### config.mk
export PLATFORM = sky130hd
export DESIGN_NAME = dw_gray_fifo_ctl
export DESIGN_NICKNAME = d
export VERILOG_FILES = /design/src/rtl/dw_fifo_pkg.sv /design/src/rtl/DW_bin2gray.sv /design/src/rtl/dw_gray_fifo_ctl.sv
export SDC_FILE = /design/constraint.sdc
export NUM_CORES = 1
export LEC_CHECK = 0
export ABC_AREA = 1
export CORE_MARGIN = 8
export CORE_UTILIZATION = 48
export DETAILED_ROUTE_END_ITERATION = 6
export PLACE_DENSITY = 0.79
export SLEW_MARGIN = 20
export SYNTH_ARGS = -nofsm -noshare
export SYNTH_HDL_FRONTEND = slang
export SYNTH_HIERARCHICAL = 1
export SYNTH_SLANG_ARGS = --single-unit
### constraint.sdc
create_clock -name clk -period 2.58 [get_ports clk]
set_input_delay 0.516 -clock clk [delete_from_list [all_inputs] [get_ports clk]]
set_output_delay 0.516 -clock clk [all_outputs]
set_load 0.03 [all_outputs]
### src/rtl/dw_fifo_pkg.sv
// Shared types, constants and Gray-code helper for the Gray-pointer FIFO controller.
package dw_fifo_pkg;

    // Default RAM address width; the controller re-sizes its pointers from its own parameter.
    localparam int ADDR_WIDTH = 3;
    localparam int DEPTH      = 1 << ADDR_WIDTH;

    // Widest pointer the controller supports (addr_width up to 16 plus the wrap bit).
    localparam int MAX_PTR_W  = 17;

    typedef logic [ADDR_WIDTH:0] ptr_t;

    // Gray to binary: each binary bit is the XOR of all Gray bits at or above it.
    function automatic logic [MAX_PTR_W-1:0] gray2bin(input logic [MAX_PTR_W-1:0] g);
        logic [MAX_PTR_W-1:0] b;
        b[MAX_PTR_W-1] = g[MAX_PTR_W-1];
        for (int i = MAX_PTR_W - 2; i >= 0; i--) begin
            b[i] = b[i+1] ^ g[i];
        end
        return b;
    endfunction

endpackage

### src/rtl/DW_bin2gray.sv
// Binary to Gray code converter (combinational).
module DW_bin2gray #(
    parameter int width = 4
) (
    input  logic [width-1:0] b,
    output logic [width-1:0] g
);

    assign g = b ^ (b >> 1);

endmodule

### src/rtl/dw_gray_fifo_ctl.sv
// Single-clock FIFO pointer controller with registered status flags, word count,
// sticky overflow/underflow error and registered Gray-coded pointers for export.
module dw_gray_fifo_ctl
    import dw_fifo_pkg::*;
#(
    parameter int addr_width = 3,
    parameter int af_level   = (1 << addr_width) - 1
) (
    input  logic                  clk,
    input  logic                  rst,
    input  logic                  push_req,
    input  logic                  pop_req,
    output logic                  wr_en,
    output logic [addr_width-1:0] wr_addr,
    output logic [addr_width-1:0] rd_addr,
    output logic                  empty,
    output logic                  full,
    output logic                  almost_full,
    output logic [addr_width:0]   count,
    output logic [addr_width:0]   wr_ptr_gray,
    output logic [addr_width:0]   rd_ptr_gray,
    output logic                  error
);

    localparam int PW = addr_width + 1;
    localparam logic [addr_width:0] FULL_LVL = PW'(1 << addr_width);
    localparam logic [addr_width:0] AF_LVL   = PW'(af_level);

    logic [addr_width:0] wr_ptr;
    logic [addr_width:0] rd_ptr;
    logic [addr_width:0] wr_ptr_next;
    logic [addr_width:0] rd_ptr_next;
    logic [addr_width:0] count_next;
    logic [addr_width:0] wr_gray_next;
    logic [addr_width:0] rd_gray_next;
    logic                push_ok;
    logic                pop_ok;
    logic                error_next;

    // Requests are qualified by the registered flags; nothing is accepted during reset.
    assign push_ok = push_req & ~full  & ~rst;
    assign pop_ok  = pop_req  & ~empty & ~rst;
    assign wr_en   = push_ok;

    assign wr_addr = wr_ptr[addr_width-1:0];
    assign rd_addr = rd_ptr[addr_width-1:0];

    // The wrap bit makes pointer difference unambiguous, since occupancy never exceeds depth.
    assign wr_ptr_next = wr_ptr + {{addr_width{1'b0}}, push_ok};
    assign rd_ptr_next = rd_ptr + {{addr_width{1'b0}}, pop_ok};
    assign count_next  = wr_ptr_next - rd_ptr_next;

    assign error_next  = error | (push_req & full) | (pop_req & empty);

    // Converting the next pointers keeps each Gray register aligned with its binary pointer.
    DW_bin2gray #(.width(PW)) u_wr_b2g (
        .b (wr_ptr_next),
        .g (wr_gray_next)
    );

    DW_bin2gray #(.width(PW)) u_rd_b2g (
        .b (rd_ptr_next),
        .g (rd_gray_next)
    );

    // Pointer, count, flag, Gray and sticky-error state.
    always_ff @(posedge clk or posedge rst) begin
        if (rst) begin
            wr_ptr      <= '0;
            rd_ptr      <= '0;
            count       <= '0;
            empty       <= 1'b1;
            full        <= 1'b0;
            almost_full <= 1'b0;
            wr_ptr_gray <= '0;
            rd_ptr_gray <= '0;
            error       <= 1'b0;
        end else begin
            wr_ptr      <= wr_ptr_next;
            rd_ptr      <= rd_ptr_next;
            count       <= count_next;
            empty       <= (count_next == '0);
            full        <= (count_next == FULL_LVL);
            almost_full <= (count_next >= AF_LVL);
            wr_ptr_gray <= wr_gray_next;
            rd_ptr_gray <= rd_gray_next;
            error       <= error_next;
        end
    end

endmodule

==> qor.yml <==
layout:
  area_growth_pct: 41.07
  nets: 166
  mostFrequentLayoutCells: "32 x nand2_1, 24 x clkdlybuf4s50_1, 23 x dfrtp_1"
  diodes: 0
  fillCellCount: 157
  drive_gt1_share_pct: 23.68
  layout.cells.most_common: "nand2_1"
  multiInputGateArea_um2: 488.0
  regArea_um2: 601.8
synthesis:
  yosys_warnings: 6
  syn_nets: 130
  syn-cell-area_um2: 1127
  ys_types: 18
  syn_avg_cell_area_um2: 9.635
  synth_cells: 117
  synth-seq-area-share_pct: 53.39
  synth-seq-cells: 24
critical_path:
  r2r_cells: 12
  end_kind: "register"
  r2r_start: "empty"
  r2r-end: "full"
  r2r_slack_ps: 270
  worst-setup-path-type: "input port to register"
  required_ps: 2830
  cp_data_arrival_time_ps: 2780
  cp_max_fo: 3
  startpoint_type: "input port"
global_route:
  overflow: 0
  grt_pass1_vias: 836
  antenna_found_initial: 0
  grt_pass1_wl_um: 3801
  grt_max_degree: 25
  track_usage_pct: 11.32
timing:
  fmax_mhz: 396.3
  slew-limit-headroom_pct: 78.04
  final-setup-viol-count: 0
  hold_ws_ps: 354.2
  fin_setup_tns_ps: 0
  fin_skew_ps: 7.743
  tightest_slew_ps: 328.4
  period_share_pct: 97.80
  fin_ws_ps: 56.85
  final-hold-violation-count: 0
  min_period_ps: 2523
  drv_slew: 0
clock_network:
  ctsLongestPathBuffers: 2
  cts_tree: "done"
  cts-root-buf: "clkbuf_4"
  clock_latency_ps: 320
  cts_sinks: 24
  cts_buffers: 3
  htreeDepth: 1
  clkSlewWorstSetupHoldPaths_ps: 120
route:
  ant_nets: 0
  wl_per_cell_um: 12.88
  avgViaCountPerCell: 4.878
  vias: 878
  drc: 0
  wl_um: 2318
  first_iter_violations: 29
  first_pass_iters: 4
placement:
  place_ws_ps: -376.9
  portBuffers: 26
  dp_hpwl_um: 1806
  gp_congestion: 0.8569
run:
  maxCapViolations: 0
floorplan:
  start_util_pct: 50.96
  die_w_um: 64.46
  fp.dieArea_um2: 4155
  die_y_um: 64.46
  num_rows: 17
  core_um2: 2212
  ios: 27
min_path:
  holdCritPathClass: "input port to asynchronous set/reset pin"
status:
  outcome: "complete, no violations"
-- flip-flops by register name, indices dropped and copies added (netlist names) --
register,cells
wr_ptr,4
rd_ptr,4
error,1
empty,1
count,4
almost_full,1
rd_ptr_gray,4
wr_ptr_gray,4
full,1
-- cell type report --
cell class,instances,area share (%)
multi-input cells,67,30.68
flip-flops and latches,24,37.84
clock buffers,4,2.282
well taps,28,2.203
inverters,18,4.485
repair buffers,39,22.50
-- synth_stat cells --
master | number | share of area, %
nand2_2 | 3 | 1.7
nor2_1 | 3 | 1.0
xor2_1 | 2 | 1.6
nand4_1 | 4 | 2.2
xnor2_1 | 1 | 0.78
o21ai_2 | 1 | 0.78
dfstp_2 | 1 | 2.3
nand3_1 | 7 | 3.1
a221o_1 | 1 | 0.89
nor3b_1 | 1 | 0.67
a21oi_1 | 1 | 0.44
inv_1 | 18 | 6.0
nand2_1 | 33 | 11
dfrtp_1 | 23 | 51
ha_1 | 8 | 8.9
buf_4 | 8 | 5.3
fa_1 | 1 | 1.8
nor2_2 | 1 | 0.56
-- routing by layer --
metal	routed length (um)	GRT usage, %
met5	0	0
met1	965	12.75
met3	138	3.780
met4	40	5.722
met2	1174	18.76
-- critical path, cell delays in order --
cell and delay, ps:
clkdlybuf4s50_1 480, nor3b_4 210, ha_2 210, ha_1 160, xor2_1 200, inv_1 110
ha_4 300, nand2_1 70, o21ai_2 200, inv_2 60, nand3_1 80, nand2_1 80
nor2_1 100
-- worst max-delay path by stage --
stage | startpoint | endpoint | slack (ps) | cells past startpoint
after floorplan | rst | almost_full | 20 | 13
after global placement | rst | almost_full | -200 | 13
after detailed placement | rst | almost_full | -380 | 13
after CTS | rst | almost_full | 40 | 13
after global routing | pop_req | full | -40 | 13
final | pop_req | full | 60 | 13
-- kinds of logic (layout without fill, tap and decap cells) --
| kind of cell | Yosys count | after routing | synth area share, % |
|---|---|---|---|
| AOI/OAI and AO/OA | 3 | 3 | 2.109 |
| xor gates and xnor gates | 3 | 3 | 2.331 |
| adders and majority gates | 9 | 9 | 10.66 |
| buffers and inverters | 26 | 61 | 11.32 |
| DFF | 24 | 24 | 53.39 |
| and+or+nand+nor | 52 | 52 | 20.20 |
-- stage by stage --
step | cells | instance area, um2 | utilization [%]
2_1_floorplan | 117 | 1207 | -
3_3_place_gp | 174 | 1523 | 68.83
3_5_place_dp | 174 | 1523 | 68.83
4_1_cts | 178 | 1564 | 70.70
5_1_grt | 180 | 1590 | 71.89
6_report | 180 | 1590 | 71.89
-- repair_timing --
action / 4_1_cts / 5_1_grt
hold buffers: 0 / 0
buffers inserted: 0 / 2
pin swaps: 0 / 3
resized for setup: 1 / 4
setup endpoints to repair: 3 / 4
Power is left out: the tool's default activity adds up to more than one toggle a clock period on the data nets, which glitch-free logic cannot reach.
